<file path="src/rtl/crash_detect_bonus.sv">
// Pixel-level collision detector between my plane and the bullet-supply layer.
// Optional collected-bonus counter enabled by defining CRASH_BONUS_CNT_EN.
module crash_detect_bonus #(
    parameter int BONUS_NUM         = 4,
    parameter int BONUS_NUM_BIT_LEN = 2,
    parameter int OVL_THRESH        = 4,
    parameter int OVL_CNT_BIT_LEN   = 4,
    parameter int BONUS_CNT_BIT_LEN = 8
) (
    input  logic                         clk_vga,
    input  logic                         rst,
    input  logic                         en_i,
    input  logic                         v_sync_i,
    input  logic                         me_alpha_i,
    input  logic                         bonus_alpha_i,
    input  logic [BONUS_NUM_BIT_LEN-1:0] bonus_idx_i,
    output logic                         crash_me_bonus_o,
    output logic [BONUS_NUM_BIT_LEN-1:0] crash_idx_o,
    output logic [BONUS_CNT_BIT_LEN-1:0] bonus_cnt_o
);

    localparam logic [1:0] ST_WAIT = 2'd0;
    localparam logic [1:0] ST_CLR  = 2'd1;
    localparam logic [1:0] ST_SCAN = 2'd2;

    localparam logic [OVL_CNT_BIT_LEN-1:0]   THRESH  = OVL_CNT_BIT_LEN'(OVL_THRESH);
    localparam logic [BONUS_NUM_BIT_LEN:0]   NUM_LIM = (BONUS_NUM_BIT_LEN + 1)'(BONUS_NUM);

    logic [1:0]                 state_q, state_d;
    logic                       v_sync_d_q;
    logic [OVL_CNT_BIT_LEN-1:0] cnt_q [BONUS_NUM];
    logic [OVL_CNT_BIT_LEN-1:0] cnt_d [BONUS_NUM];
    logic [BONUS_NUM-1:0]       hit_mask_q, hit_mask_d;
    logic                       crash_q, crash_d;
    logic [BONUS_NUM_BIT_LEN-1:0] crash_idx_q, crash_idx_d;

    logic                       vs_rise;
    logic                       idx_ok;
    logic                       overlap;
    logic                       hit;
    logic [OVL_CNT_BIT_LEN-1:0] cnt_inc;

    assign vs_rise = v_sync_i & ~v_sync_d_q;
    assign idx_ok  = ({1'b0, bonus_idx_i} < NUM_LIM);

    always_comb begin
        state_d     = state_q;
        cnt_d       = cnt_q;
        hit_mask_d  = hit_mask_q;
        crash_idx_d = crash_idx_q;
        overlap     = 1'b0;
        hit         = 1'b0;
        cnt_inc     = '0;

        case (state_q)
            ST_WAIT: begin
                for (int i = 0; i < BONUS_NUM; i++) cnt_d[i] = '0;
                hit_mask_d = '0;
                if (en_i && vs_rise) state_d = ST_CLR;
            end
            ST_CLR: begin
                for (int i = 0; i < BONUS_NUM; i++) cnt_d[i] = '0;
                hit_mask_d = '0;
                state_d    = en_i ? ST_SCAN : ST_WAIT;
            end
            ST_SCAN: begin
                // Disable beats a frame edge, and a frame edge beats any same-cycle overlap.
                if (!en_i) begin
                    state_d = ST_WAIT;
                end else if (vs_rise) begin
                    state_d = ST_CLR;
                end else if (me_alpha_i && bonus_alpha_i && idx_ok
                             && !hit_mask_q[bonus_idx_i]) begin
                    overlap = 1'b1;
                    if (cnt_q[bonus_idx_i] != THRESH) begin
                        cnt_inc            = cnt_q[bonus_idx_i] + 1'b1;
                        cnt_d[bonus_idx_i] = cnt_inc;
                        if (cnt_inc == THRESH) begin
                            hit                     = 1'b1;
                            hit_mask_d[bonus_idx_i] = 1'b1;
                            crash_idx_d             = bonus_idx_i;
                        end
                    end
                end
            end
            default: state_d = ST_WAIT;
        endcase

        crash_d = hit;
    end

    always_ff @(posedge clk_vga) begin
        if (rst) begin
            state_q     <= ST_WAIT;
            v_sync_d_q  <= 1'b1;
            for (int i = 0; i < BONUS_NUM; i++) cnt_q[i] <= '0;
            hit_mask_q  <= '0;
            crash_q     <= 1'b0;
            crash_idx_q <= '0;
        end else begin
            state_q     <= state_d;
            v_sync_d_q  <= v_sync_i;
            cnt_q       <= cnt_d;
            hit_mask_q  <= hit_mask_d;
            crash_q     <= crash_d;
            crash_idx_q <= crash_idx_d;
        end
    end

    assign crash_me_bonus_o = crash_q;
    assign crash_idx_o      = crash_idx_q;

`ifdef CRASH_BONUS_CNT_EN
    logic [BONUS_CNT_BIT_LEN-1:0] bonus_cnt_q, bonus_cnt_d;

    // Updates on the same edge the pulse rises, so count and pulse appear together.
    always_comb begin
        bonus_cnt_d = bonus_cnt_q;
        if (hit && (bonus_cnt_q != '1)) bonus_cnt_d = bonus_cnt_q + 1'b1;
    end

    always_ff @(posedge clk_vga) begin
        if (rst) bonus_cnt_q <= '0;
        else     bonus_cnt_q <= bonus_cnt_d;
    end

    assign bonus_cnt_o = bonus_cnt_q;
`else
    assign bonus_cnt_o = '0;
`endif

endmodule

</file>
<file path="config.mk">
export PLATFORM = sky130hd
export DESIGN_NAME = crash_detect_bonus
export DESIGN_NICKNAME = d
export VERILOG_FILES = /design/src/rtl/crash_detect_bonus.sv
export SDC_FILE = /design/constraint.sdc
export NUM_CORES = 1
export LEC_CHECK = 0
export BUFFER_PORTS_ARGS = -buffer_cell sky130_fd_sc_hd__buf_2
export CAP_MARGIN = 5
export CELL_PAD_IN_SITES_DETAIL_PLACEMENT = 0
export CELL_PAD_IN_SITES_GLOBAL_PLACEMENT = 1
export CORE_MARGIN = 1.5
export CORE_UTILIZATION = 37
export CTS_CLUSTER_SIZE = 40
export DETAILED_ROUTE_END_ITERATION = 8
export PLACE_DENSITY_LB_ADDON = 0.25
export SLEW_MARGIN = 10
export SYNTH_ARGS = -nofsm -noshare
export SYNTH_HDL_FRONTEND = slang
export SYNTH_SLANG_ARGS = --single-unit
</file>
<file path="constraint.sdc">
create_clock -name clk_vga -period 2.6 [get_ports clk_vga]
set_input_delay 0.39 -clock clk_vga [delete_from_list [all_inputs] [get_ports clk_vga]]
set_output_delay 0.39 -clock clk_vga [all_outputs]
set_load 0.03 [all_outputs]
</file>
== Yosys cells after proc, flatten, opt, wreduce, memory -nomap -nowiden ==
Index checks and enable logic that the tools add are counted.
Storage, ports and cells
  bits in registers: 26
  bits in latches: 0
  memory bits (writable): 0
  memory bits (read-only): 0
  input port bits: 8
  output and inout bits: 11
  logic and storage cells: 75
  memories: 0
Operators by class
  $add $sub $neg: 1
  multiply operators: 0
  div/mod/pow operators: 0
  order comparisons: 4
  equality and inequality tests: 11
  shifts and indexed selects: 0
  mux-type cells: 27
  bitwise gates (word level): 9
  reduce and logical (&&, ||, !) cells: 14
Operators with widths (number)
  $mux 16: 4
  $mux 4: 8
  $pmux 16 s2: 1
  $bwmux 16: 1
  $ne 2x2->1 const B: 6
  $reduce_and 6->1: 2
  $bmux 4 s2: 1
  $demux 4 s2: 1
  $mux 2: 4
  $pmux 4 s2: 1
  $not 1->1: 6
  $pmux 2 s3: 1
  $reduce_or 6->1: 1
  $logic_and 1x1->1: 5
  $reduce_and 5->1: 1
  $add 4x1->4 const B: 1
  $eq 4x3->1 const B: 1
  $ne 4x3->1 const B: 1
  $or 4x4->4: 1
  $ge 3x3->1 const B: 1
  $lt 2x3->1 const B: 1
  $lt 3x1->1 const B: 1
  $mux 1: 3
  $ne 3x3->1 const B: 1
  12 further kinds: 12

== Logic depth before layout (Yosys ltp) ==
  depth after elaboration: 12
  depth in mapped cells: 10
  depth with buffers taken out: 9

== Worst setup path after synthesis ==
No wires, ideal clock.
  path kind: input-to-reg
  from: input port bonus_idx_i[1]
  to: register hit_mask_q[0]
  arrival time: 2041 ps
  path slack: 475 ps
  stages: 9
  cell sequence: buf_6 > mux2_2 > o21ai_4 > inv_1 > ha_1 > nor2b_1 > a32o_1 > nand3_2 > o31ai_2
Between the ends
  cells in the longest elaborated chain, start to end: 11
Ends and longest elaborated chain
  from (decl): line 16  | input logic [BONUS_NUM_BIT_LEN-1:0] bonus_idx_i,
  $lt 2x3->1 (not written as such) or $ge 2x1->1 (tied branches): line 80  | hit_mask_d[bonus_idx_i] = 1'b1;
  $logic_and 1x1->1 (not written as such): line 80
  $mux 1 (not written as such): line 80
  $demux 1 s2: line 80
  $or 4x4->4 (no line)
  $mux 4: line 78  | if (cnt_inc == THRESH) begin
  $mux 4: line 75  | if (cnt_q[bonus_idx_i] != THRESH) begin
  $mux 4: line 72  | end else if (me_alpha_i && bonus_alpha_i && idx_ok
  $mux 4: line 70  | end else if (vs_rise) begin
  $mux 4: line 68  | if (!en_i) begin
  $pmux 4 s2: line 55  | case (state_q)
  to (signal assigned): line 104  | hit_mask_q <= hit_mask_d;
  to (decl): line 33  | logic [BONUS_NUM-1:0] hit_mask_q, hit_mask_d;
Parallel ways exist; a longest one is shown, timed or not. The select of a mux whose other input is x is not followed.
A chain may end at the register's enable or synchronous reset.

== Worst setup path in the final report ==
  from: register cnt_q[4] in the netlist's numbering
  to: register hit_mask_q[0]
Between the ends
  cells in the longest elaborated chain, start to end: 7
Ends and longest elaborated chain
  from (decl): line 31  | logic [OVL_CNT_BIT_LEN-1:0] cnt_q [BONUS_NUM];
  from (signal assigned): line 103  | cnt_q <= cnt_d;
  $bmux 4 s2 *: line 75, 76
  $mux 4 (not written as such) * (2 in series): line 75, 76
  $add 4x1->4: line 76  | cnt_inc = cnt_q[bonus_idx_i] + 1'b1;
  $eq 4x3->1: line 78
  $ne 2x2->1 (no line)
  $reduce_and 6->1 (no line) *
Every way passes the cells marked *; elsewhere a longest branch is shown, timed or not. The select of a mux whose other input is x is not followed.

==> results.ini <==
[job]
maxCapViolations = 0

[global_routing]
antenna_found_initial = 0
overflow = 0
top_usage_layer = met2
grt_use_met2_pct = 19.9
track_usage_pct = 12.8
met3_usage_pct = 3.39
use_met1_pct = 17.0
grt_max_degree = 18
grt_pass1_vias = 852
grt_pass1_wl_um = 4040

[synthesis]
synth_warnings = 0
async_flop_share_pct = 0
ys_seq_area_share_pct = 38.3
netlist_area_um2 = 1360
syn_avg_cell_area_um2 = 10.1
synth_seq_cells = 26
ys_types = 39
synthCells = 134
ys.flop_type = dfxtp_1
synth_edf_count = 0

[worst_setup_path]
cp.arrival_ns = 2.32
crit_family = compound AO/OA/AOI/OAI gates
critPathBufInv = 1
cpPeakStageDelay_ns = 0.34
reg2reg_setup_slack_ns = 0.53
crit_chain = mux2_2, o21ai_4, inv_1, ha_1, nor2b_1, a32o_1, nand3_2, o31ai_2
critPathRequiredTime_ns = 2.85
critical_path_class = reg2reg
reg2reg_from = cnt_q[4]$_SDFFE_PP0P_
worstPathMaxFanout = 6
startpoint = cnt_q[4]$_SDFFE_PP0P_
start_kind = flip-flop
critPathCaptureType = flip-flop
crit_slowest_cell = dfxtp_1

[finish]
nNetsFinal = 155
layout_commonest_cell = dfxtp_1
fillers = 346
drive_above_1_share_pct = 21.0
antenna-diode-count = 0
design_area_um2 = 1460
layout_common_cells = 26 x dfxtp_1, 21 x nor2_1, 18 x mux2i_1
area_delta_synth_final_pct = 7.74

[timing]
slew-limit-headroom_pct = 56.2
setup_violations = 0
rsz0062_at_grt = no
finalCriticalPeriod_ns = 2.07
post-route-period-util_pct = 79.5
tns_ns = 0
drv_slew = 0
max_slew.worst_pin.slew_ns = 0.657
fmax_mhz = 484
finalClockSkew_ns = 0.00220
finalHoldViolCount = 0

[min_path]
hp-start = v_sync_i
hold_path.class = in2reg

[placement]
dpl.hpwl_um = 1780
io_buffers = 10
place_area_um2 = 1410
place_congestion = 0.707

[clocking]
post_cts_buffers = 0
htreeDepth = 1
hold_buffers = 0
cts_num_sinks = 26
tritoncts = done
cts-resized-gates = 0
cts-root-buf = clkbuf_4
max-clock-path-buffers = 2
cts_buffers = 3
clkLatencyLatePin_ns = 0.32
clkTransAtPathRegs_ns = 0.14

[floorplan]
fp.dieW_um = 63.6
io_pins = 19
die_h_um = 63.6
start_util_pct = 39.7
rows = 21
core-area_um2 = 3420
die_area_um2 = 4040

[drt]
wl_um = 2370
routed_via_density = 4.92
post_drt_wl_per_cell_um = 12.5
drcViolationCount = 0
drtIter0Drc = 23
dr.pass1.iters = 4
antenna_left = 0
routed-via-count = 930

[pwr]
clkPwrFrac_pct = 37.8
irDropWorstVdd_v = 0.000161
switching_share_pct = 21.8
sequentialPowerShare_pct = 54.6
p_switching_uw = 160
p_comb_share_pct = 7.6
powerDensity_nw_per_um2 = 501
p_leak_uw = 0.000639
power.internal_uw = 573

[outcome]
outcome = completed

==> area by class of cell <==
cell class	instances	area [um^2]	area share [%]
inverter	3	11.3	0.770
clock inverter	1	30.0	2.05
clock buffer	3	22.5	1.54
tap	46	57.6	3.93
sequential	26	520	35.6
timing repair buffer	12	65.1	4.45
multi-input combinational	98	756	51.7
==> through the flow <==
step                      total power, uW  hold WS (ns)  setup WS, ns  std cells  util (%)
after floorplan                       464         0.420         0.475        141         -
after CTS                             749         0.251         0.498        189      42.8
after global placement                465         0.439         0.241        185      41.3
after global routing                  767         0.248         0.364        189      42.8
final                                 733         0.262         0.534        189      42.8
after detailed placement              465         0.438         0.214        185      41.3
==> worst paths after layout <==
kind	endpoint	cells past startpoint
max	hit_mask_q[0]$_SDFFE_PP0P_	8
min	v_sync_d_q$_SDFF_PP1_	2
max reg2reg	hit_mask_q[0]$_SDFFE_PP0P_	8
min reg2reg	hit_mask_q[3]$_SDFFE_PP0P_	2
==> power by group through the flow <==
stage | logic (uW) | registers (uW) | clock network (uW)
final | 55.9 | 400 | 277
after global routing | 61.0 | 401 | 305
after CTS | 56.5 | 400 | 292
after detailed placement | 56.3 | 409 | 0
after global placement | 55.6 | 409 | 0
after floorplan | 55.2 | 409 | 0
==> cell usage after synthesis (2+ instances only) <==
cell type / instances / area [um^2]
mux2i_1: 18 / 180
nand2_1: 6 / 22.5
ha_1: 3 / 37.5
nand4b_1: 2 / 17.5
buf_4: 9 / 67.6
mux4_2: 4 / 90.1
nor2_1: 21 / 78.8
buf_2: 2 / 10.0
nor2b_1: 2 / 12.5
dfxtp_1: 26 / 521
o31ai_1: 2 / 15.0
inv_1: 3 / 11.3
nand3_1: 3 / 15.0
o21ai_0: 2 / 10.0
nand4_1: 3 / 18.8
a21oi_1: 2 / 10.0
nand2b_1: 4 / 25.0
==> state kept, by name, summed over array words and instances (netlist names) <==
register / count
cnt_q: 16
hit_mask_q: 4
crash_idx_o: 2
state_q: 2
crash_me_bonus_o: 1
v_sync_d_q: 1
==> logic make-up (layout without fill, tap and decap cells) <==
group	count (synthesis)	in the layout	synth area share, %
DFF	26	26	38.3
adders and majority gates	3	3	2.77
and+or+nand+nor	50	50	20.9
xor gates and xnor gates	2	2	1.29
other	1	8	0.276
buffers and inverters	17	19	7.93
muxes	23	23	20.7
AOI/OAI and AO/OA	12	12	7.74
==> per-layer routing <==
metal  vias to the layer above  routed length [um]
met4                         0                  21
met1                       435                1160
met3                         2                 101
li1                        470                   -
met2                        23                1080
met5                         -                   0
Power figures use the tool's default switching activity.
